<file path="src/rtl/mm2s_cntrl_parser_if.sv">
// MM2S control-stream and descriptor bundle for the control-word parser.
// The slave modport is the parser's view; the master modport is the stream source / AES sink.
interface mm2s_cntrl_parser_if #(
    parameter int TDATA_W = 32
);
    logic [TDATA_W-1:0]   m_axis_mm2s_cntrl_tdata;
    logic [TDATA_W/8-1:0] m_axis_mm2s_cntrl_tkeep;
    logic                 m_axis_mm2s_cntrl_tvalid;
    logic                 m_axis_mm2s_cntrl_tlast;
    logic                 m_axis_mm2s_cntrl_tready;
    logic                 desc_valid;
    logic                 desc_ready;
    logic [TDATA_W-1:0]   desc_flag;
    logic [5*TDATA_W-1:0] desc_app;
    logic                 cntrl_err;
    logic [7:0]           err_cnt;

    modport slave (
        input  m_axis_mm2s_cntrl_tdata, m_axis_mm2s_cntrl_tkeep, m_axis_mm2s_cntrl_tvalid,
        input  m_axis_mm2s_cntrl_tlast, desc_ready,
        output m_axis_mm2s_cntrl_tready, desc_valid, desc_flag, desc_app, cntrl_err, err_cnt
    );

    modport master (
        output m_axis_mm2s_cntrl_tdata, m_axis_mm2s_cntrl_tkeep, m_axis_mm2s_cntrl_tvalid,
        output m_axis_mm2s_cntrl_tlast, desc_ready,
        input  m_axis_mm2s_cntrl_tready, desc_valid, desc_flag, desc_app, cntrl_err, err_cnt
    );
endinterface

</file>
<file path="src/rtl/mm2s_cntrl_parser.sv">
// Parses 6-word MM2S control frames (flag, app0..app4) into a held descriptor for the AES datapath.
// Optional macro MM2S_CNTRL_FLAG_CHECK_EN: word 0 must carry 4'hA in its top nibble.
module mm2s_cntrl_parser #(
    parameter int C_M_AXIS_MM2S_CNTRL_TDATA_WIDTH = 32
) (
    input  logic                     m_axi_mm2s_aclk,
    input  logic                     mm2s_cntrl_reset_out_n,
    mm2s_cntrl_parser_if.slave       bus
);
    localparam int W = C_M_AXIS_MM2S_CNTRL_TDATA_WIDTH;

    typedef enum logic [1:0] {IDLE, APP, DRAIN, HOLD} state_t;

    state_t     state;
    logic [2:0] cnt;
    logic       beat;
    logic       tlast;
    logic       flag_ok;
    logic       err_now;
    logic       unused_tkeep;

    assign beat         = bus.m_axis_mm2s_cntrl_tvalid && bus.m_axis_mm2s_cntrl_tready;
    assign tlast        = bus.m_axis_mm2s_cntrl_tlast;
    assign unused_tkeep = ^bus.m_axis_mm2s_cntrl_tkeep;

`ifdef MM2S_CNTRL_FLAG_CHECK_EN
    assign flag_ok = (bus.m_axis_mm2s_cntrl_tdata[W-1 -: 4] == 4'hA);
`else
    assign flag_ok = 1'b1;
`endif

    // Any tlast that does not land on the 6th word ends a malformed frame.
    always_comb begin
        err_now = 1'b0;
        if (beat && tlast)
            err_now = (state == IDLE) || (state == DRAIN) || (state == APP && cnt != 3'd5);
    end

    always_ff @(posedge m_axi_mm2s_aclk or negedge mm2s_cntrl_reset_out_n) begin
        if (!mm2s_cntrl_reset_out_n) begin
            state                    <= IDLE;
            cnt                      <= '0;
            bus.m_axis_mm2s_cntrl_tready <= 1'b0;
            bus.desc_valid           <= 1'b0;
            bus.desc_flag            <= '0;
            bus.desc_app             <= '0;
            bus.cntrl_err            <= 1'b0;
            bus.err_cnt              <= '0;
        end else begin
            bus.cntrl_err <= err_now;
            if (err_now && bus.err_cnt != 8'hFF)
                bus.err_cnt <= bus.err_cnt + 8'd1;

            case (state)
                IDLE: begin
                    bus.m_axis_mm2s_cntrl_tready <= 1'b1;
                    if (beat && !tlast) begin
                        if (flag_ok) begin
                            bus.desc_flag <= bus.m_axis_mm2s_cntrl_tdata;
                            cnt           <= 3'd1;
                            state         <= APP;
                        end else begin
                            state <= DRAIN;
                        end
                    end
                end
                APP: begin
                    if (beat) begin
                        for (int i = 0; i < 5; i++)
                            if (cnt == 3'(i + 1))
                                bus.desc_app[W*i +: W] <= bus.m_axis_mm2s_cntrl_tdata;
                        cnt <= cnt + 3'd1;
                        if (cnt == 3'd5) begin
                            if (tlast) begin
                                state                        <= HOLD;
                                bus.desc_valid               <= 1'b1;
                                bus.m_axis_mm2s_cntrl_tready <= 1'b0;
                            end else begin
                                state <= DRAIN;
                            end
                        end else if (tlast) begin
                            state <= IDLE;
                            cnt   <= '0;
                        end
                    end
                end
                DRAIN: begin
                    if (beat && tlast) begin
                        state <= IDLE;
                        cnt   <= '0;
                    end
                end
                HOLD: begin
                    if (bus.desc_ready) begin
                        state                        <= IDLE;
                        cnt                          <= '0;
                        bus.desc_valid               <= 1'b0;
                        bus.m_axis_mm2s_cntrl_tready <= 1'b1;
                    end
                end
                default: state <= IDLE;
            endcase
        end
    end
endmodule

</file>
<file path="src/flat_wrapper.sv">
// flat-port wrapper written by rule: the top's interface ports become plain ports
module mm2s_cntrl_parser_flat 
#(
    parameter int C_M_AXIS_MM2S_CNTRL_TDATA_WIDTH = 32
)
  (m_axi_mm2s_aclk, mm2s_cntrl_reset_out_n, bus_m_axis_mm2s_cntrl_tdata, bus_m_axis_mm2s_cntrl_tkeep, bus_m_axis_mm2s_cntrl_tvalid, bus_m_axis_mm2s_cntrl_tlast, bus_desc_ready, bus_m_axis_mm2s_cntrl_tready, bus_desc_valid, bus_desc_flag, bus_desc_app, bus_cntrl_err, bus_err_cnt);
  mm2s_cntrl_parser_if #(.TDATA_W(32)) bus_i ();
  input  logic m_axi_mm2s_aclk;
  input  logic mm2s_cntrl_reset_out_n;
  input wire logic [$bits(bus_i.m_axis_mm2s_cntrl_tdata)-1:0] bus_m_axis_mm2s_cntrl_tdata;
  input wire logic [$bits(bus_i.m_axis_mm2s_cntrl_tkeep)-1:0] bus_m_axis_mm2s_cntrl_tkeep;
  input wire logic [$bits(bus_i.m_axis_mm2s_cntrl_tvalid)-1:0] bus_m_axis_mm2s_cntrl_tvalid;
  input wire logic [$bits(bus_i.m_axis_mm2s_cntrl_tlast)-1:0] bus_m_axis_mm2s_cntrl_tlast;
  input wire logic [$bits(bus_i.desc_ready)-1:0] bus_desc_ready;
  output wire logic [$bits(bus_i.m_axis_mm2s_cntrl_tready)-1:0] bus_m_axis_mm2s_cntrl_tready;
  output wire logic [$bits(bus_i.desc_valid)-1:0] bus_desc_valid;
  output wire logic [$bits(bus_i.desc_flag)-1:0] bus_desc_flag;
  output wire logic [$bits(bus_i.desc_app)-1:0] bus_desc_app;
  output wire logic [$bits(bus_i.cntrl_err)-1:0] bus_cntrl_err;
  output wire logic [$bits(bus_i.err_cnt)-1:0] bus_err_cnt;
  assign bus_i.m_axis_mm2s_cntrl_tdata = bus_m_axis_mm2s_cntrl_tdata;
  assign bus_i.m_axis_mm2s_cntrl_tkeep = bus_m_axis_mm2s_cntrl_tkeep;
  assign bus_i.m_axis_mm2s_cntrl_tvalid = bus_m_axis_mm2s_cntrl_tvalid;
  assign bus_i.m_axis_mm2s_cntrl_tlast = bus_m_axis_mm2s_cntrl_tlast;
  assign bus_i.desc_ready = bus_desc_ready;
  assign bus_m_axis_mm2s_cntrl_tready = bus_i.m_axis_mm2s_cntrl_tready;
  assign bus_desc_valid = bus_i.desc_valid;
  assign bus_desc_flag = bus_i.desc_flag;
  assign bus_desc_app = bus_i.desc_app;
  assign bus_cntrl_err = bus_i.cntrl_err;
  assign bus_err_cnt = bus_i.err_cnt;
  mm2s_cntrl_parser #(.C_M_AXIS_MM2S_CNTRL_TDATA_WIDTH(C_M_AXIS_MM2S_CNTRL_TDATA_WIDTH)) u_core (.m_axi_mm2s_aclk(m_axi_mm2s_aclk), .mm2s_cntrl_reset_out_n(mm2s_cntrl_reset_out_n), .bus(bus_i));
endmodule
</file>
<file path="config.mk">
export PLATFORM = sky130hd
export DESIGN_NAME = mm2s_cntrl_parser_flat
export DESIGN_NICKNAME = d
export VERILOG_FILES = /design/src/rtl/mm2s_cntrl_parser_if.sv /design/src/rtl/mm2s_cntrl_parser.sv /design/src/flat_wrapper.sv
export SDC_FILE = /design/constraint.sdc
export NUM_CORES = 1
export LEC_CHECK = 0
export ABC_AREA = 1
export BUFFER_PORTS_ARGS = -buffer_cell sky130_fd_sc_hd__buf_2
export CAP_MARGIN = 20
export CORE_UTILIZATION = 45
export CTS_BUF_LIST = sky130_fd_sc_hd__clkbuf_4
export DETAILED_ROUTE_END_ITERATION = 6
export PLACE_DENSITY = 0.82
export SETUP_SLACK_MARGIN = 0.05
export SLEW_MARGIN = 10
export SYNTH_ARGS = -nofsm -noshare
export SYNTH_HDL_FRONTEND = slang
export SYNTH_SLANG_ARGS = --single-unit
export TNS_END_PERCENT = 10
</file>
<file path="constraint.sdc">
create_clock -name m_axi_mm2s_aclk -period 3.4 [get_ports m_axi_mm2s_aclk]
set_clock_uncertainty 0.2 [all_clocks]
set_input_delay 0.68 -clock m_axi_mm2s_aclk [delete_from_list [all_inputs] [get_ports m_axi_mm2s_aclk]]
set_output_delay 0.68 -clock m_axi_mm2s_aclk [all_outputs]
set_load 0.01 [all_outputs]
</file>
Word-level counts from Yosys, hierarchy flattened
Index checks and enable logic that the tools add are counted.
{ "op_classes": {"n_eq_ne": 17, "n_reduce_logical": 21, "add_sub_neg": 2, "mux": 26} }
{ "ops": {"columns": ["cell", "count"], "rows": [
  ["$mux 3", 6],
  ["$reduce_and 3->1", 5],
  ["$reduce_and 5->1", 3],
  ["$mux 2", 6],
  ["$pmux 3 s4", 1],
  ["$mux 1", 10],
  ["$add 8x1->8 const B", 1],
  ["$ne 2x2->1 const B", 4],
  ["$ne 8x8->1 const B", 1],
  ["$pmux 2 s4", 1],
  ["$eq 3x2->1 const B", 2],
  ["$eq 3x3->1 const B", 2],
  ["$ne 3x3->1 const B", 2],
  ["$logic_and 1x1->1", 5],
  ["$eq 2x2->1 const B", 2],
  ["$ne 2x1->1 const B", 2],
  ["$reduce_and 4->1", 1],
  ["$add 3x1->3 const B", 1],
  ["$eq 3x1->1 const B", 1],
  ["$pmux 1 s3", 1],
  ["$reduce_bool 3->1", 1],
  ["$eq 2x1->1 const B", 1],
  ["$logic_not 2->1", 1],
  ["$logic_or 1x1->1", 2],
  ["other kinds (4)", 4]
]} }
{ "totals": {"inputBits": 41, "regBits": 208, "elab_cells": 78, "output_inout_bits": 203} }

Logic depth before layout (Yosys ltp)
{ "depth": {"ltp_word": 5, "ltp_mapped": 9, "depth_no_buf": 9} }

Least setup slack after synthesis
OpenSTA, ideal clock, no wires.
{ "synth_timing": {"kind": "input -> register", "from": "input bus_m_axis_mm2s_cntrl_tvalid", "to": "register u_core.bus.desc_app[150]", "required_ps": 3070, "arrival_ps": 1431, "path_buffers": 2, "setup_time_ps": 130, "path_slack_ps": 1638, "stages": 7, "path_cell_list": "nand2_1 > inv_2 > nand3_1 > buf_4 > buf_2 > nand2_1 > o21ai_1"} }
{ "synth_between": {"elab_chain_len": 2} }
{ "synth_rtl": {"columns": ["item", "line_no", "rtl"], "rows": [
  ["from (decl)", "flat_wrapper.sv:12", "input wire logic [$bits(bus_i.m_axis_mm2s_cntrl_tvalid)-1:0] bus_m_axis_mm2s_cntrl_tvalid;"],
  ["$logic_and 1x1->1", "mm2s_cntrl_parser.sv:22", "assign beat = bus.m_axis_mm2s_cntrl_tvalid && bus.m_axis_mm2s_cntrl_tready;"],
  ["$reduce_and 3->1 (no source line)", null, null],
  ["to (signal, indexed assignment)", "mm2s_cntrl_parser.sv:71", "bus.desc_app[W*i +: W] <= bus.m_axis_mm2s_cntrl_tdata;"],
  ["to (decl)", "mm2s_cntrl_parser_if.sv:21", "output m_axis_mm2s_cntrl_tready, desc_valid, desc_flag, desc_app, cntrl_err, err_cnt"]
]} }
No other way between the ends.
A chain may end at the register's enable or synchronous reset.

Worst setup path after layout
{ "layout_timing": {"from": "register u_core.state[1]", "to": "register u_core.bus.desc_flag[29]"} }
{ "layout_between": {"elab_chain_len": 2} }
{ "layout_rtl": {"columns": ["item", "line_no", "rtl"], "rows": [
  ["from (decl)", "mm2s_cntrl_parser.sv:14", "state_t state;"],
  ["from (signal assigned)", "mm2s_cntrl_parser.sv:41", "state <= IDLE;"],
  ["from (signal assigned)", "mm2s_cntrl_parser.sv:61", "state <= APP;"],
  ["from (signal assigned)", "mm2s_cntrl_parser.sv:63", "state <= DRAIN;"],
  ["$logic_not 2->1", "mm2s_cntrl_parser.sv:54", "case (state)"],
  ["$reduce_and 2->1 (no source line)", null, null],
  ["to (signal assigned)", "mm2s_cntrl_parser.sv:59", "bus.desc_flag <= bus.m_axis_mm2s_cntrl_tdata;"],
  ["to (decl)", "mm2s_cntrl_parser_if.sv:21", null]
]} }
No other way between the ends.

==> metrics.txt <==
outcome=finished, final reports clean; DIE HEIGHT=133.9 um; chip width=133.9 um; Placed Area=9284 sq um; largest stage delay on the critical path=0.58 ns; largest net degree at the start of global routing=85; WP data arrival=2.67 ns; ys flop type=dfrtp_1; WL/cell=15.15 um; Placer Congestion=0.8108; vias per std cell=5.009; fin area=9937 sq um; CP Class=flop to flop; global route hottest layer=met2; Clk Latency, worst-skew pair=0.63 ns; worst-case reg-to-reg path depth=4; row cnt=47; Final Setup Violations=0; DRT antenna net count=0; H-tree levels=2; largest area contributor in the netlist=dfrtp_1; post-layout min period=2.359 ns; CTS Buffer Depth=3; Area contributors post-synth=dfrtp_1 66%, nand2_1 12%, o21ai_0 7.3%, o21ai_1 5.4%, inv_1 2.2%; Starting Density=46.73%; clock-pin slew on the worst setup and hold paths=0.07 ns; CP Capture Type=flop; Layout area overhead=26.87%; Max VDD drop=0.0005033 V; crit share post-route=69.39%; 1st-iter DRT viols=309; Post-synth top cells=246 x nand2_1, 208 x dfrtp_1, 115 x o21ai_0, 84 x o21ai_1, 45 x inv_1; PostCTS Resize Cnt=0; GR Util met2=36.47%; CTS buffer count=53; Layout Cells excl Fill=1307; Overall Global Routing Usage=22.92%; Final Hold Viols=0; IO buf count=239; setup TNS=0 ns; count of cell types in the netlist=24; Yosys reg bits=208; layout net count=1101; grt met1 use=29.34%; Max Fclk=423.8 MHz; Die Area=17940 sq um; Synth Instances=785; RSZ-0062 raised after global routing=false; most frequent cell after synthesis=nand2_1; worst min-delay path category=input port to flop; Pwr per Cell Area=957.1 nW/um^2; via count=6547; post-placement cell count=1218; PnR Total Power=9510 uW; met3 Usage GRT=6.349%; worst path cell trace=nor2_1 -> nand3_2 -> buf_4 -> o21ai_0; initial antenna violation count=0; Worst-Margin Slew=0.6743 ns; Setup crit start kind=flop; Core Region=16760 sq um; final design utilization=59.29%; Syn Nets=832; syn avg cell area=9.978 sq um; LEAKAGE=0.005470 uW; number of synthesized flops with an enable pin=0; root buffer cell=clkbuf_4; DR pass1 iterations=6; grt ovf=0; WL final=19.80 mm; # IOs=244; Sink Count=208; post-synthesis sequential area ratio=66.45%; CTS tree=done; slew margin rel.=55.05%; Syn. warnings=0; share of post-route cells with drive strength above 1=31.22%; critical path's slowest cell=nand3_2; worst hold path depth=3; DRC errors left=0; critical path fanouts, max=31; asr flop ratio synth=100.0%; first-pass GRT wire length=32.41 mm; Final Max Slew Viols=0; number of max-cap violations=0; Synth Cell Area=7833 sq um; Crit path required time=3.71 ns; top cell type's share of synthesized area=66.45%; vias in the first global route=6497; hpwl dp=13.03 mm
[area by class of cell]
cell class | count | area, sq um
timing repair buffer | 251 | 1360
multi-input combinational | 493 | 2277
clock inverter | 11 | 70.07
tap | 220 | 275.3
sequential | 208 | 5205
fill | 1413 | 6823
inverter | 47 | 176.4
antenna | 1 | 2.502
clock buffer | 76 | 570.5
[power breakdown]
part           internal [uW]  leakage (uW)  switching, uW
logic                   1330       0.00235           1910
registers               3590       0.00273            629
clock network           1090      0.000384            965
total                   6010       0.00547           3500
[cell families after synthesis]
family | count (synthesis) | share of synthesized area [%]
adder cells (fa/ha/maj) | 6 | 0.9584
buffers and inverters | 84 | 4.537
XOR/XNOR | 4 | 0.4474
AND/OR/NAND/NOR | 279 | 14.57
AO/OA/AOI/OAI | 204 | 13.04
flip-flops | 208 | 66.45
[worst max-delay path, delay by kind of cell (launching register included)]
family	cells	cell delay, ns
buffers and inverters	1	0.44
AO/OA/AOI/OAI	1	0.21
flip-flops	1	0.51
AND/OR/NAND/NOR	2	0.88
[final timing paths]
check / endpoint / start / slack (ns)
setup / recovery: u_core.bus.desc_flag[29]$_DFFE_PN0P_ / u_core.state[1]$_DFFE_PN0P_ / 1.04
hold reg to reg: u_core.bus.desc_flag[3]$_DFFE_PN0P_ / u_core.bus.desc_flag[3]$_DFFE_PN0P_ / 0.28
min in group asynchronous: u_core.bus.err_cnt[3]$_DFFE_PN0P_ / mm2s_cntrl_reset_out_n / 0.46
hold / removal: u_core.bus.desc_app[96]$_DFFE_PN0P_ / bus_m_axis_mm2s_cntrl_tdata[0] / 0.19
setup reg to reg: u_core.bus.desc_flag[29]$_DFFE_PN0P_ / u_core.state[1]$_DFFE_PN0P_ / 1.04
max in group asynchronous: u_core.bus.desc_flag[29]$_DFFE_PN0P_ / mm2s_cntrl_reset_out_n / 1.74
[layer usage]
metal  vias up  wire length, um
met5         -                0
met4         0              484
met2       285             9285
met3        39             1686
met1      3114             8341
li1       3109                -
[stage by stage]
stage	hold slack, ns	setup WS, ns
global route	0.1404	0.8406
detailed placement	0.2688	0.8465
finish	0.1853	1.041
global placement	0.2606	0.8689
CTS	0.1278	1.043
floorplan	0.1844	1.638
[state kept, by name, summed over array words and instances (netlist names)]
name	cells
u_core.state	2
u_core.bus.err_cnt	8
u_core.bus.cntrl_err	1
u_core.bus.desc_flag	32
u_core.bus.desc_valid	1
u_core.cnt	3
u_core.bus.desc_app	160
u_core.bus.m_axis_mm2s_cntrl_tready	1
[cells in the final DEF (no fill, tap or decap), types with 6 or more instances in the layout]
| cell type | synthesis | layout |
|---|---|---|
| o21ai_1 | 84 | 84 |
| nand3_1 | 11 | 10 |
| o21ai_0 | 115 | 115 |
| inv_1 | 45 | 45 |
| nor2_1 | 12 | 12 |
| buf_2 | 10 | 238 |
| nand2_1 | 246 | 246 |
| clkinv_1 | 0 | 8 |
| ha_1 | 6 | 6 |
| dfrtp_1 | 208 | 208 |
| buf_4 | 1 | 6 |
| clkbuf_4 | 0 | 76 |
[timing repair]
item | 4_1_cts | 5_1_grt
hold buffers | 1 | 0
hold endpoints to repair | 81 | 0
buffers inserted | 0 | 0
(Power assumes the default switching activity.)
